## src/rtl/tick_debouncer.sv

```systemverilog
// Debounces a raw button input: synchronizes it, then requires N_TICKS
// consecutive stable enable ticks before the debounced level changes.
module tick_debouncer #(
  parameter int N_TICKS     = 4,
  parameter int SYNC_STAGES = 2
) (
  input  logic clk,
  input  logic rst,
  input  logic tick,
  input  logic btn_in,
  output logic db_level,
  output logic db_rise,
  output logic db_fall
);

  localparam int CNT_W = (N_TICKS > 1) ? $clog2(N_TICKS) : 1;
  localparam logic [CNT_W-1:0] CNT_MAX = CNT_W'(N_TICKS - 1);

  typedef enum logic [1:0] {
    ZERO  = 2'd0,
    WAIT1 = 2'd1,
    ONE   = 2'd2,
    WAIT0 = 2'd3
  } state_t;

  logic [SYNC_STAGES-1:0] sync_q;
  logic                   btn_s;

  state_t           state_q, state_nx;
  logic [CNT_W-1:0] cnt_q, cnt_nx;
  logic             rise_nx, fall_nx, level_nx;

  // Input synchronizer; btn_in is asynchronous to clk
  always_ff @(posedge clk or negedge rst) begin
    if (!rst) begin
      sync_q <= '0;
    end else begin
      sync_q <= {sync_q[SYNC_STAGES-2:0], btn_in};
    end
  end

  assign btn_s = sync_q[SYNC_STAGES-1];

  // A revert of btn_s is tested before tick, so it wins over a same-cycle tick
  always_comb begin
    state_nx = state_q;
    cnt_nx   = cnt_q;
    rise_nx  = 1'b0;
    fall_nx  = 1'b0;
    unique case (state_q)
      ZERO: begin
        if (btn_s) begin
          state_nx = WAIT1;
          cnt_nx   = '0;
        end
      end
      WAIT1: begin
        if (!btn_s) begin
          state_nx = ZERO;
        end else if (tick) begin
          if (cnt_q == CNT_MAX) begin
            state_nx = ONE;
            rise_nx  = 1'b1;
          end else begin
            cnt_nx = cnt_q + CNT_W'(1);
          end
        end
      end
      ONE: begin
        if (!btn_s) begin
          state_nx = WAIT0;
          cnt_nx   = '0;
        end
      end
      WAIT0: begin
        if (btn_s) begin
          state_nx = ONE;
        end else if (tick) begin
          if (cnt_q == CNT_MAX) begin
            state_nx = ZERO;
            fall_nx  = 1'b1;
          end else begin
            cnt_nx = cnt_q + CNT_W'(1);
          end
        end
      end
      default: begin
        state_nx = ZERO;
        cnt_nx   = '0;
      end
    endcase
    level_nx = (state_nx == ONE) || (state_nx == WAIT0);
  end

  // Outputs are registered alongside the state so they track it exactly
  always_ff @(posedge clk or negedge rst) begin
    if (!rst) begin
      state_q  <= ZERO;
      cnt_q    <= '0;
      db_level <= 1'b0;
      db_rise  <= 1'b0;
      db_fall  <= 1'b0;
    end else begin
      state_q  <= state_nx;
      cnt_q    <= cnt_nx;
      db_level <= level_nx;
      db_rise  <= rise_nx;
      db_fall  <= fall_nx;
    end
  end

endmodule
```

## config.mk

```make
export PLATFORM = sky130hd
export DESIGN_NAME = tick_debouncer
export DESIGN_NICKNAME = d
export VERILOG_FILES = /design/src/rtl/tick_debouncer.sv
export SDC_FILE = /design/constraint.sdc
export NUM_CORES = 1
export LEC_CHECK = 0
export BUFFER_PORTS_ARGS = -buffer_cell sky130_fd_sc_hd__buf_4
export CAP_MARGIN = 20
export CELL_PAD_IN_SITES_DETAIL_PLACEMENT = 1
export CELL_PAD_IN_SITES_GLOBAL_PLACEMENT = 1
export CORE_AREA = 2 2 39 41
export DETAILED_ROUTE_END_ITERATION = 10
export DIE_AREA = 0 0 41 43
export PLACE_DENSITY = 0.52
export RECOVER_POWER = 50
export SLEW_MARGIN = 10
export SYNTH_ARGS = -nofsm -noshare
export SYNTH_HDL_FRONTEND = slang
export SYNTH_SLANG_ARGS = --single-unit
```

## constraint.sdc

```tcl
create_clock -name clk -period 2.9 [get_ports clk]
set_input_delay 0.145 -clock clk [delete_from_list [all_inputs] [get_ports clk]]
set_output_delay 0.145 -clock clk [all_outputs]
set_load 0.1 [all_outputs]
```

After elaboration in Yosys (flattened, before gate mapping)
Index checks and enable logic that the tools add are counted. W data, S select, Z words.

Register bits: 9.

Reductions and logical operators: 3. Muxes and demuxes: 22. Eq/ne operators: 10. Add/subtract/negate cells: 1.

Operators with widths (number): $mux W2 (14); $pmux W2 S4 (2); $eq A2 B2 Y1 const B (5); $ne A2 B2 Y1 const B (4); $mux W1 (6); $reduce_and A4 Y1 (1); $add A2 B1 Y2 const B (1); $eq A2 B1 Y1 const B (1); $logic_not A2 Y1 (1); $logic_or A1 B1 Y1 (1).

Logic depth before layout (Yosys ltp)
Word-level depth: 7. Gate-level depth with buffers: 4. Gate-level depth less buffers: 4.

Worst setup path before layout
No wires, ideal clock.

Path type: reg-to-reg. Start: register cnt_q[0]. End: register cnt_q[0]. Setup time: 69 ps. Clock period less this slack: 1337 ps. Cell stages (with the launch flop): 5. Setup slack: 1563 ps. Data required time: 2831 ps. Arrival time: 1269 ps. Cell sequence: dfrtp_1 ha_1 nand2b_1 or4b_1 nand3_1.

Cells in the longest elaborated chain, start to end: 5.

Ends and longest elaborated chain: from (decl) (line 30) `logic [CNT_W-1:0] cnt_q, cnt_nx;`; from (signal assigned) (line 105) `cnt_q <= cnt_nx;`; $add A2 B1 Y2 or $eq A2 B2 Y1 (tied branches); $mux W2 (line 61, 79); $mux W2 * (line 78) `end else if (tick) begin`; $mux W2 (on tied branches) (line 76, 58); $pmux W2 S4 * (line 50) `unique case (state_q)`.

Every way passes the cells marked *; elsewhere a longest branch is shown, timed or not. The select of a mux whose other input is x is not followed. A chain may end at the register's enable or synchronous reset.

Final worst setup path
Ends and elaborated chain as after synthesis.

==> impl_metrics.yaml <==
outcome:
  outcome: "finished clean"
finish:
  num-fill-cells: 155
  final_nets: 44
  drive_above_1_share: 0.3158
  finalNonFillerCells: 54
  area_growth_pct: 30.50
  final_common_cell: "dfrtp_1"
  layout_common_cells: "dfrtp_1, buf_4, nand3_1, clkbuf_4"
  n_antenna_cell: 0
clock_network:
  clockBufferDepth: 2
  cts_tree: "built"
  path_clk_slew_ns: 0.06
  clock_sinks: 9
  numCtsBuffers: 3
  clk-insertion-delay-late_ns: 0.26
  h-tree-depth: 1
  post_cts.repair.setup_buffers: 0
  clockRootBuffer: "clkbuf_4"
worst_setup_path:
  worst-setup-path-type: "reg2reg"
  r2r_start: "cnt_q[0]"
  startpoint_type: "register"
  crit_arrival_ns: 1.63
  worstPathRequired_ns: 3.09
  r2r_slack_ns: 1.46
  r2r_cells: 4
  cp_max_fo: 4
  end_kind: "register"
  reg2reg_to: "cnt_q[0]"
routing:
  drtIter0Drc: 0
  wire_per_inst_microns: 11.91
  drt-vias-per-instance: 4.481
  route.detailed.drc: 0
  first_pass_iters: 1
  ant_nets: 0
  routed_wl_microns: 643
  via_count: 242
power_and_ir_drop:
  powerDensity_mw_per_mm2: 861.2
  peakVddDrop_mv: 0.3340
  swShare: 0.3573
  p_seq_frac: 0.451
  p_int_mw: 0.2548
  clock_power_share: 0.240
  power_frac_comb: 0.309
  leakage_nw: 0.2230
  switchingPower_mw: 0.1417
die:
  ios: 7
  die_width_microns: 41
  initial_core_util: 0.2550
  die_y_microns: 43
  coreArea_sq_mm: 0.001384
  rows: 14
  die_area_sq_mm: 0.001763
synth:
  synth_area_sq_um: 352.8
  netlist_instances: 26
  synth_cell_type_count: 13
  synth_nets: 31
  synth-seq-cells: 9
  synthTopCellsByArea: "dfrtp_1, mux2_2, nand3_1, nor3b_1, ha_1"
  yosys.area.top_type: "dfrtp_1"
  synth_top_area_share: 0.6383
  syn_area_per_cell_sq_um: 13.57
  seq_area_frac_synth: 0.6383
  synth-warning-count: 0
min_path:
  hold_class: "in2reg"
  hold_path_depth: 4
  worstHoldStart: "tick"
  holdPathEnd: "cnt_q[0]"
place:
  dpl.cell_count: 48
  portBuffers: 6
  place.gp.congestion: 0.5923
  dp_hpwl_microns: 496.4
  dpl_worst_slack_ns: 1.464
timing:
  clock.fmax_mhz: 695.8
  period_minus_slack_ns: 1.437
  setup-violations-final: 0
  rsz0062_at_grt: "no"
  fin_ws_ns: 1.463
  fin_crit_sh: 0.4956
  slew_violations: 0
  final_hold_viol_count: 0
  slew_headroom: 0.6839
  worst_slew_pin_slew_ns: 0.4741
  skew_ns: 0.002293
  hold_ws_ns: 0.2842
  tns_ns: 0
global_route:
  grt_pass1_wl_microns: 1041
  grt_pass1_vias: 262
  antenna_found_initial: 0
  gr-usage-all-layers: 0.09063
  gr-total-overflow: 0
  grt_max_degree: 10
job:
  drv_cap: 0
worst max-delay path by stage:
stage / from / to / slack (ns) / depth (start not counted)
floorplan: cnt_q[0] / cnt_q[0] / 1.56 / 4
global placement: cnt_q[0] / cnt_q[0] / 1.52 / 4
detailed placement: cnt_q[0] / cnt_q[0] / 1.46 / 4
CTS: cnt_q[0] / cnt_q[0] / 1.45 / 4
global route: cnt_q[0] / cnt_q[0] / 1.41 / 4
finish: cnt_q[0] / cnt_q[0] / 1.46 / 4
power groups by stage:
stage / Sequential [mW] / Clock, mW / Combinational, mW
6_report: 0.179 / 0.0953 / 0.122
3_3_place_gp: 0.179 / 0 / 0.120
4_1_cts: 0.179 / 0.100 / 0.126
5_1_grt: 0.183 / 0.105 / 0.133
2_1_floorplan: 0.218 / 0 / 0.0538
3_5_place_dp: 0.181 / 0 / 0.124
critical path: stages, from the launching register on:
cell and delay, ns:
dfrtp_1 0.41, ha_1 0.22, nand2b_1 0.18, or4b_1 0.48, nand3_1 0.09
state kept, by name, indices dropped and copies added (netlist names):
name	flops
db_fall	1
db_level	1
cnt_q	2
db_rise	1
sync_q	2
state_q	2
Yosys cell counts:
library cell,instances
dfrtp_1,9
nand3_1,3
mux2_2,2
nand2_1,2
nor3b_1,2
a211o_2,1
and2b_2,1
and3_1,1
ha_1,1
nand2b_1,1
nor3_1,1
or4b_1,1
xnor2_1,1
final cells by class:
| type | count | area, sq um | area share |
|---|---|---|---|
| clock buffers | 4 | 26.28 | 0.05707 |
| multi-input cells | 17 | 127.6 | 0.2772 |
| flip-flops and latches | 9 | 225.2 | 0.4891 |
| well taps | 16 | 20.02 | 0.04348 |
| repair buffers | 8 | 61.31 | 0.1332 |
repair_timing:
action                                 CTS  global route
hold buffers                             2             0
endpoints found under the hold margin   10             0
resized for setup                        0             0
routing by layer:
metal | up-vias | GRT usage | share of wire
li1 | 116 | - | -
met1 | 121 | 0.08754 | 0.41
met2 | 5 | 0.1469 | 0.54
met3 | 0 | 0.02094 | 0.047
met4 | 0 | 0.08000 | 0
met5 | - | 0 | 0
through the flow:
| step | power [mW] | area, sq um | util |
|---|---|---|---|
| floorplan | 0.2721 | 352.8 | - |
| global placement | 0.2986 | 417.9 | 0.3020 |
| detailed placement | 0.3049 | 417.9 | 0.3020 |
| CTS | 0.4051 | 464.2 | 0.3354 |
| global route | 0.4212 | 460.4 | 0.3327 |
| finish | 0.3965 | 460.4 | 0.3327 |
cells by family (layout without fill, tap and decap cells):
logic type	Yosys count	after routing	synth area share
buffers and inverters	0	12	0
muxes	2	2	0.06383
adders and majority gates	1	1	0.03546
xor gates and xnor gates	1	1	0.02483
AOI/OAI and AO/OA	1	1	0.02837
and+or+nand+nor	12	12	0.2092
DFF	9	9	0.6383
Power figures use the tool's default switching activity.
